--- config.mk ---
export PLATFORM = sky130hd
export DESIGN_NAME = tl_port_scheduler
export DESIGN_NICKNAME = d
export VERILOG_FILES = /design/src/rtl/tl_port_scheduler_pkg.sv /design/src/rtl/tl_port_watermark.sv /design/src/rtl/tl_port_scheduler.sv
export SDC_FILE = /design/constraint.sdc
export NUM_CORES = 1
export LEC_CHECK = 0
export ABC_AREA = 1
export CORE_MARGIN = 8
export CORE_UTILIZATION = 40
export CTS_CLUSTER_SIZE = 30
export DETAILED_ROUTE_END_ITERATION = 6
export PLACE_DENSITY = 0.72
export SYNTH_ARGS = -nofsm -noshare
export SYNTH_HDL_FRONTEND = slang
export SYNTH_SLANG_ARGS = --single-unit
--- constraint.sdc ---
create_clock -name clk -period 2.64 [get_ports clk]
set_input_delay 0.264 -clock clk [delete_from_list [all_inputs] [get_ports clk]]
set_output_delay 0.264 -clock clk [all_outputs]
set_load 0.005 [all_outputs]
--- src/rtl/tl_port_scheduler_pkg.sv ---
// Shared constants for the transaction-layer port scheduler: FSM encodings,
// default widths and the location of the destination field in a word.
package tl_pkg;

    localparam int TL_DATA_W    = 12;
    localparam int TL_OCC_W     = 4;
    localparam int TL_TH_W      = 3;
    localparam int TL_CNT_W     = 5;
    localparam int TL_NUM_PORTS = 4;
    localparam int TL_DEF_ALTO  = 6;
    localparam int TL_DEF_BAJO  = 1;

    // Destination occupies the top TL_DEST_W bits of each word.
    localparam int TL_DEST_W    = 2;

    localparam logic [1:0] ST_RESET  = 2'd0;
    localparam logic [1:0] ST_INIT   = 2'd1;
    localparam logic [1:0] ST_IDLE   = 2'd2;
    localparam logic [1:0] ST_ACTIVE = 2'd3;

endpackage

--- src/rtl/tl_port_watermark.sv ---
// One port's backpressure tracker: effective occupancy (FIFO level plus the
// push still in flight) against the high/low thresholds, with hysteresis.
module tl_port_watermark
    import tl_pkg::*;
#(
    parameter int OCC_W = TL_OCC_W,
    parameter int TH_W  = TL_TH_W
) (
    input  logic             clk,
    input  logic             reset,
    input  logic [OCC_W-1:0] occ,
    input  logic             pushing,
    input  logic [TH_W-1:0]  alto,
    input  logic [TH_W-1:0]  bajo,
    output logic             at_high,
    output logic             blocked
);

    localparam int CW = (OCC_W + 1 > TH_W) ? OCC_W + 1 : TH_W;

    logic [OCC_W:0] eocc;
    logic [CW-1:0]  eocc_w, alto_w, bajo_w;
    logic           at_low;

    assign eocc    = {1'b0, occ} + {{OCC_W{1'b0}}, pushing};
    assign eocc_w  = CW'(eocc);
    assign alto_w  = CW'(alto);
    assign bajo_w  = CW'(bajo);
    assign at_high = (eocc_w >= alto_w);
    assign at_low  = (eocc_w <= bajo_w);

    // Between the two marks the previous decision is kept.
    always_ff @(posedge clk or posedge reset) begin
        if (reset)        blocked <= 1'b0;
        else if (at_high) blocked <= 1'b1;
        else if (at_low)  blocked <= 1'b0;
    end

endmodule

--- src/rtl/tl_port_scheduler.sv ---
// Pops words from the show-ahead input FIFO and steers each to one of four
// port FIFOs by its dest field, with watermark backpressure and push counters.
module tl_port_scheduler
    import tl_pkg::*;
#(
    parameter int DATA_W   = TL_DATA_W,
    parameter int OCC_W    = TL_OCC_W,
    parameter int TH_W     = TL_TH_W,
    parameter int CNT_W    = TL_CNT_W,
    parameter int DEF_ALTO = TL_DEF_ALTO,
    parameter int DEF_BAJO = TL_DEF_BAJO
) (
    input  logic                              clk,
    input  logic                              reset,
    input  logic                              init,
    input  logic [TH_W-1:0]                   Umbral_alto,
    input  logic [TH_W-1:0]                   Umbral_bajo,
    input  logic                              in_empty,
    input  logic [DATA_W-1:0]                 in_data,
    output logic                              in_pop,
    input  logic [TL_NUM_PORTS*OCC_W-1:0]     occ,
    output logic [TL_NUM_PORTS-1:0]           out_push,
    output logic [DATA_W-1:0]                 out_data,
    input  logic                              req,
    input  logic [2:0]                        idx,
    output logic [CNT_W-1:0]                  counterOut,
    output logic                              counterValid,
    output logic [1:0]                        state_o
);

    localparam int NP = TL_NUM_PORTS;

    logic [1:0]                  state, state_nxt;
    logic [TH_W-1:0]             alto, bajo;
    logic [NP-1:0][OCC_W-1:0]    occ_p;
    logic [NP-1:0]               at_high, blocked;
    logic [NP-1:0][CNT_W-1:0]    cnt;
    logic [TL_DEST_W-1:0]        dest;

    assign occ_p   = occ;
    assign dest    = in_data[DATA_W-1 -: TL_DEST_W];
    assign state_o = state;

    // Head-of-line: a stalled head holds every port; the same-cycle crossing
    // term stops the pop that would overshoot before blocked can register.
    assign in_pop = (state == ST_ACTIVE) && !in_empty &&
                    !blocked[dest] && !at_high[dest];

    for (genvar g = 0; g < NP; g++) begin : g_wm
        tl_port_watermark #(
            .OCC_W (OCC_W),
            .TH_W  (TH_W)
        ) u_wm (
            .clk     (clk),
            .reset   (reset),
            .occ     (occ_p[g]),
            .pushing (out_push[g]),
            .alto    (alto),
            .bajo    (bajo),
            .at_high (at_high[g]),
            .blocked (blocked[g])
        );
    end

    always_comb begin
        state_nxt = state;
        case (state)
            ST_RESET:  state_nxt = ST_RESET;
            ST_INIT:   state_nxt = ST_IDLE;
            ST_IDLE:   if (!in_empty) state_nxt = ST_ACTIVE;
            ST_ACTIVE: if (in_empty)  state_nxt = ST_IDLE;
        endcase
        if (init) state_nxt = ST_INIT;
    end

    always_ff @(posedge clk or posedge reset) begin
        if (reset) state <= ST_RESET;
        else       state <= state_nxt;
    end

    // Low mark is forced strictly below the high mark so hysteresis never inverts.
    always_ff @(posedge clk or posedge reset) begin
        if (reset) begin
            alto <= TH_W'(DEF_ALTO);
            bajo <= TH_W'(DEF_BAJO);
        end else if (init) begin
            alto <= Umbral_alto;
            if (Umbral_bajo < Umbral_alto) bajo <= Umbral_bajo;
            else if (Umbral_alto == '0)    bajo <= '0;
            else                           bajo <= Umbral_alto - 1'b1;
        end
    end

    always_ff @(posedge clk or posedge reset) begin
        if (reset) begin
            out_push <= '0;
            out_data <= '0;
        end else begin
            out_push <= '0;
            if (in_pop) begin
                out_push[dest] <= 1'b1;
                out_data       <= in_data;
            end
        end
    end

    always_ff @(posedge clk or posedge reset) begin
        if (reset) begin
            cnt <= '0;
        end else begin
            for (int p = 0; p < NP; p++)
                if (out_push[p]) cnt[p] <= cnt[p] + 1'b1;
        end
    end

    // Reads sample the counter before this edge's increment lands.
    always_ff @(posedge clk or posedge reset) begin
        if (reset) begin
            counterValid <= 1'b0;
            counterOut   <= '0;
        end else begin
            counterValid <= req;
            if (req) counterOut <= idx[2] ? '0 : cnt[idx[1:0]];
        end
    end

endmodule

==> impl_metrics.tcl, run 1 <==
set metrics [dict create \
    syn-num-nets 484 \
    rr_startpoint "out_push[1]$_DFF_PP0_" \
    clock-sinks 54 \
    fin_cells 596 \
    cts.clk_slew.worst_paths_ns 0.11 \
    path_class "register to primary output" \
    synth_common_cells "nand2_1 (83), inv_1 (56), dfrtp_1 (51)" \
    fin_crit_ns 2.524 \
    setup_slack_ns 0.1159 \
    reg2reg_slack_ns 0.42 \
    yosysWarnings 0 \
    hpwl_um 5860 \
    p_switching_mw 0.6772 \
    vias 2863 \
    cts_tree "done" \
    worst_r2r_path_depth 13 \
    core_um2 8175 \
    relSlewSlack 0.6025 \
    tns_ns 0 \
    rsz0062_at_grt "false" \
    ys_seq_area_frac 0.4041 \
    cp_max_fo 3 \
    end_kind "primary output" \
    synth_area_leader_cell "dfrtp_1" \
    hold_viol 0 \
    grt_antenna_before_repair 0 \
    grtUsageTotal 0.1392 \
    num_antenna_cells 0 \
    max_cap_violations 0 \
    run_status "finished, final reports clean" \
    clkPwrFrac 0.254 \
    setup_viol 0 \
    wl_met3_um 407 \
    ant_nets 0 \
    finClkSkew_ns 0.009535 \
    drive_gt1_frac 0.1426 \
    drt-pass1-iter-count 5 \
    fp.dieW_um 107.6 \
    io_buffers 66 \
    critPathArrivalTime_ns 2.26 \
    reg2reg_to "out_data[3]$_DFFE_PP0P_" \
    grt_max_degree 29 \
    cts_root_buffer "clkbuf_8" \
    grt_remaining_overflow 0 \
    sw_frac_of_total 0.2983 \
    netlist_instances 402 \
    die_area_um2 11570 \
    n_fill_cell 751 \
    row_count 33 \
    placedCellCount 584 \
    pwr-share-seq 0.460 \
    drt-met1-wl_um 3378 \
    remaining_drc_errors 0 \
    cts_hold_buf 0 \
    whs_ns 0.3296 \
    comb_power_share 0.286 \
    area_growth_pct 32.76 \
    numCtsBuffers 5 \
    syn_area_um2 3353 \
    worstPathRequired_ns 2.38 \
    synth_cell_types 30 \
    gp_congestion 0.8668 \
    multi_input_area_um2 1745 \
    p_leak_nw 2.266 \
    wire_per_inst_um 12.76 \
    timing.final.crit_share 0.9561 \
    p_int_mw 1.593 \
    setup.worst_path.start_class "register" \
    ios 67 \
    tightestPinTransition_ns 0.5953 \
    synth_edf_count 0 \
    start_util 0.4102 \
    grt_pass1_vias 3020 \
    async_flop_share 1.000 \
    powerDensity_nw_per_um2 510.0 \
    final-seq-area_um2 1355 \
    peakVddDrop_v 0.0002444 \
    routed_wl_um 7606 \
    maxSlewViolCount 0 \
    synth.most_common_cell "nand2_1" \
    hold_class "input pin to asynchronous set/reset pin" \
    power.total_mw 2.270 \
    ys_ff_latch 54 \
    fp.dieH_um 107.6 \
    dp_slack_ns -0.3217 \
    drtIter0Drc 139 \
    syn_area_per_cell_um2 8.341 \
    ys_top_cells_by_area "dfrtp_1 (38%), ha_1 (15%), nand2_1 (9.3%)" \
    htree_num_levels 2 \
    fin_nets 572 \
    top_layer "met4" \
    grt_pass1_wl_um 13320 \
    met2WireLength_um 3698 \
    max_freq_mhz 396.2 \
    clk_path_buf_depth 2 \
    synth_top_area_frac 0.3806 \
    ys.flop_type "dfrtp_1" \
    clk_latency_ns 0.31 \
    viasPerCell 4.804 \
]
[sequential cells by signal, indices dropped and copies added (netlist names)]
register and cells:
bajo 3, out_data 12, alto 3, cnt 20, g_wm.u_wm.blocked 4, counterOut 5
state_o 2, out_push 4, counterValid 1
[critical path, cell delays in order (launching register included)]
cell	delay (ns)
dfrtp_1	0.45
ha_4	0.20
ha_4	0.17
xor2_2	0.17
ha_1	0.29
inv_1	0.07
a21oi_2	0.04
nor2_2	0.14
nor2_2	0.07
nor2_4	0.14
nand2_4	0.07
inv_2	0.04
clkbuf_2	0.10
[cell usage in the layout, fill, tap and decap left out, types with 3 or more instances in the layout]
master / n
nand2_2: 3
o21ai_0: 24
a21oi_1: 10
buf_4: 26
ha_1: 34
dfrtp_1: 51
nor2_2: 4
inv_1: 55
o21ai_1: 3
nand4_1: 10
nor2_1: 26
xnor2_1: 5
clkbuf_8: 5
ha_4: 3
mux2_2: 3
inv_2: 7
ha_2: 3
clkdlybuf4s50_1: 65
dfstp_2: 3
nand3_1: 34
xor2_1: 14
o22ai_1: 3
nand2_1: 82
[timing repair]
| item | 4_1_cts | 5_1_grt |
|---|---|---|
| endpoints found under the setup margin | 1 | 1 |
| cloned | 0 | 0 |
| pin swaps | 5 | 9 |
| buffers inserted | 2 | 2 |
| gates resized for setup | 8 | 8 |
[metal layers]
| layer | track usage | vias to the layer above |
|---|---|---|
| li1 | - | 1464 |
| met4 | 0.04063 | 0 |
| met5 | 0 | - |
| met2 | 0.2482 | 56 |
| met3 | 0.03533 | 8 |
| met1 | 0.1594 | 1335 |
[power by group through the flow]
| stage | logic (mW) | registers, mW | clock network (mW) |
|---|---|---|---|
| floorplan | 0.309 | 1.05 | 0 |
| global placement | 0.627 | 1.06 | 0 |
| detailed placement | 0.646 | 1.06 | 0 |
| CTS | 0.652 | 1.05 | 0.586 |
| global route | 0.749 | 1.06 | 0.629 |
| finish | 0.650 | 1.05 | 0.576 |
[logic make-up (layout without fill, tap and decap cells)]
group / after synthesis / count (layout) / share of synthesized area
muxes: 3 / 3 / 0.01007
DFF: 54 / 54 / 0.4041
adders and majority gates: 40 / 40 / 0.1493
and+or+nand+nor: 164 / 164 / 0.2160
buffers and inverters: 75 / 164 / 0.09440
xor gates and xnor gates: 20 / 20 / 0.05224
AOI/OAI and AO/OA: 46 / 46 / 0.07388
[how the worst max path moves through the flow]
stage                                startpoint  depth (start not counted)     end
after CTS                 out_push[2]$_DFF_PP0_                         14  in_pop
after global placement                   occ[4]                         13  in_pop
after floorplan           out_push[1]$_DFF_PP0_                         12  in_pop
after global routing      out_push[2]$_DFF_PP0_                         12  in_pop
final                     out_push[1]$_DFF_PP0_                         12  in_pop
after detailed placement                 occ[4]                         13  in_pop
[cell type report]
class | count | area share
multi-input cells | 273 | 0.3921
flip-flops and latches | 54 | 0.3044
repair buffers | 93 | 0.1956
inverters | 63 | 0.05312
well taps | 105 | 0.02951
clock buffers | 5 | 0.01546
clock inverters | 3 | 0.009837
[per-stage QoR]
stage | area [µm²] | utilization
floorplan | 3353 | -
global placement | 4250 | 0.5199
detailed placement | 4250 | 0.5199
CTS | 4393 | 0.5373
global route | 4452 | 0.5445
finish | 4452 | 0.5445
No activity file was read; power rests on OpenSTA's default activity.
==> run 2, diff against run 1 <==
CTS_BUF_LIST = sky130_fd_sc_hd__clkbuf_8 sky130_fd_sc_hd__clkbuf_16   (was default)
clock period = 2.9 ns   (was 2.64 ns; I/O delays follow)
==> impl_metrics.tcl, run 2 (same netlist as run 1, synthesis figures left out) <==
set metrics [dict create \
    n_fill_cell 789 \
    sw_frac_of_total 0.3019 \
    peakVddDrop_v 0.0002596 \
    viasPerCell 4.873 \
    whs_ns 0.3737 \
    clock-sinks 54 \
    final_cell_mix "nand2_1 (83), clkdlybuf4s50_1 (65), inv_1 (55), dfrtp_1 (51), ha_1 (36)" \
    reg2reg_to "out_data[1]$_DFFE_PP0P_" \
    routed_wl_um 7525 \
    vias 2836 \
    run_status "finished, final reports clean" \
    setup_slack_ns 0.1946 \
    dp_slack_ns -0.1090 \
    clk_latency_ns 0.31 \
    setup.worst_path.start_class "register" \
    ant_nets 0 \
    drt-pass1-iter-count 4 \
    grt_antenna_before_repair 0 \
    comb_power_share 0.291 \
    power.total_mw 1.963 \
    grtUsageTotal 0.1364 \
    fp.dieH_um 107.6 \
    reg2reg_slack_ns 0.64 \
    fp.dieW_um 107.6 \
    hpwl_um 5912 \
    num_antenna_cells 0 \
    cts_root_buffer "clkbuf_8" \
    grt_max_degree 29 \
    numCtsBuffers 5 \
    row_count 33 \
    end_kind "primary output" \
    grt_pass1_wl_um 13120 \
    p_int_mw 1.370 \
    largest_register "cnt" \
    start_util 0.4102 \
    fin_crit_ns 2.705 \
    cts_hold_buf 0 \
    biggestRegsByFlops "cnt (20), out_data (12), counterOut (5)" \
    htree_num_levels 2 \
    powerDensity_nw_per_um2 458.7 \
    critPathArrivalTime_ns 2.42 \
    worstPathRequired_ns 2.61 \
    remaining_drc_errors 0 \
    max_freq_mhz 369.6 \
    p_leak_nw 2.188 \
    pwr-share-seq 0.485 \
    rr_startpoint "out_push[2]$_DFF_PP0_" \
    grt_remaining_overflow 0 \
    cts_tree "done" \
    fin_cells 582 \
    path_class "register to primary output" \
    max_cap_violations 0 \
    drive_gt1_frac 0.1006 \
    timing.final.crit_share 0.9329 \
    gp_congestion 0.8395 \
    placedCellCount 573 \
    grt_pass1_vias 2940 \
    setup_viol 0 \
    drtIter0Drc 87 \
    worst_r2r_path_depth 15 \
    maxSlewViolCount 0 \
    clkPwrFrac 0.224 \
    core_um2 8175 \
    p_switching_mw 0.5926 \
    clk_path_buf_depth 2 \
    rsz0062_at_grt "false" \
    wire_per_inst_um 12.93 \
    tightestPinTransition_ns 0.6082 \
    layout_commonest_cell "nand2_1" \
    cp_max_fo 2 \
    finClkSkew_ns 0.008730 \
    cts.clk_slew.worst_paths_ns 0.10 \
    ios 67 \
    area_growth_pct 27.61 \
    hold_viol 0 \
    hold_class "input pin to asynchronous set/reset pin" \
    relSlewSlack 0.5939 \
    largest_reg_flops 20 \
    die_area_um2 11570 \
    io_buffers 66 \
    fin_nets 558 \
]
run 2: cell types whose count changed in the layout (fill, tap and decap cells not counted), moves of 2 or more:
cell    previous run  this run
buf_4             26        12
ha_1              34        36
ha_4               3         0
nor2_2             4         2
nor2_1            26        28
run 2: worst max path at each step:
stage | start | to | slack (ns)
3_5_place_dp | occ[4] | in_pop | -0.11
2_1_floorplan | out_push[1]$_DFF_PP0_ | in_pop | 0.62
6_report | out_push[2]$_DFF_PP0_ | in_pop | 0.19
5_1_grt | out_push[2]$_DFF_PP0_ | in_pop | 0.04
4_1_cts | out_push[2]$_DFF_PP0_ | in_pop | 0.16
3_3_place_gp | occ[4] | in_pop | -0.08
run 2: cell type report:
| class | instances | area, µm² | share of cell area |
|---|---|---|---|
| clock inverter | 2 | 12.51 | 0.002924 |
| inverter | 63 | 236.5 | 0.05526 |
| timing repair buffer | 79 | 769.5 | 0.1798 |
| multi-input combinational | 273 | 1692 | 0.3953 |
| tap | 105 | 131.4 | 0.03070 |
| clock buffer | 6 | 82.58 | 0.01930 |
| sequential | 54 | 1355 | 0.3167 |
run 2: routing by layer:
layer | global-route usage | up-vias | routed length, µm
met1 | 0.1560 | 1323 | 3268
met2 | 0.2430 | 62 | 3733
met3 | 0.03653 | 9 | 435
li1 | - | 1442 | -
met5 | 0 | - | 0
met4 | 0.03766 | 0 | 87
run 2: through the flow:
step	TNS, ns	instance area, µm²	util
after floorplan	0	3353	-
after global placement	-0.08135	4168	0.5098
after detailed placement	-0.1090	4168	0.5098
after CTS	0	4279	0.5234
after global routing	0	4279	0.5234
final	0	4279	0.5234
run 2: critical path: stages, from the launching register on:
cell           delay (ns)
dfrtp_1              0.43
ha_2                 0.21
ha_1                 0.20
xor2_1               0.16
ha_2                 0.19
nor2_1               0.10
nand3_1              0.08
nand2_1              0.06
nand2_1              0.07
nand2_1              0.08
nand2_2              0.07
nor2_4               0.14
nand2_4              0.06
inv_2                0.04
dlygate4sd2_1        0.22
run 2: power groups by stage:
stage / Combinational (mW) / Clock [mW] / Sequential, mW
after floorplan: 0.281 / 0 / 0.956
after global placement: 0.559 / 0 / 0.962
after detailed placement: 0.577 / 0 / 0.966
after CTS: 0.581 / 0.459 / 0.952
after global routing: 0.659 / 0.495 / 0.968
final: 0.571 / 0.440 / 0.952
run 2: what timing repair did:
item                       in CTS  in global routing
setup endpoints to repair       1                  0
resized for setup               5                  0
buffers inserted                1                  0
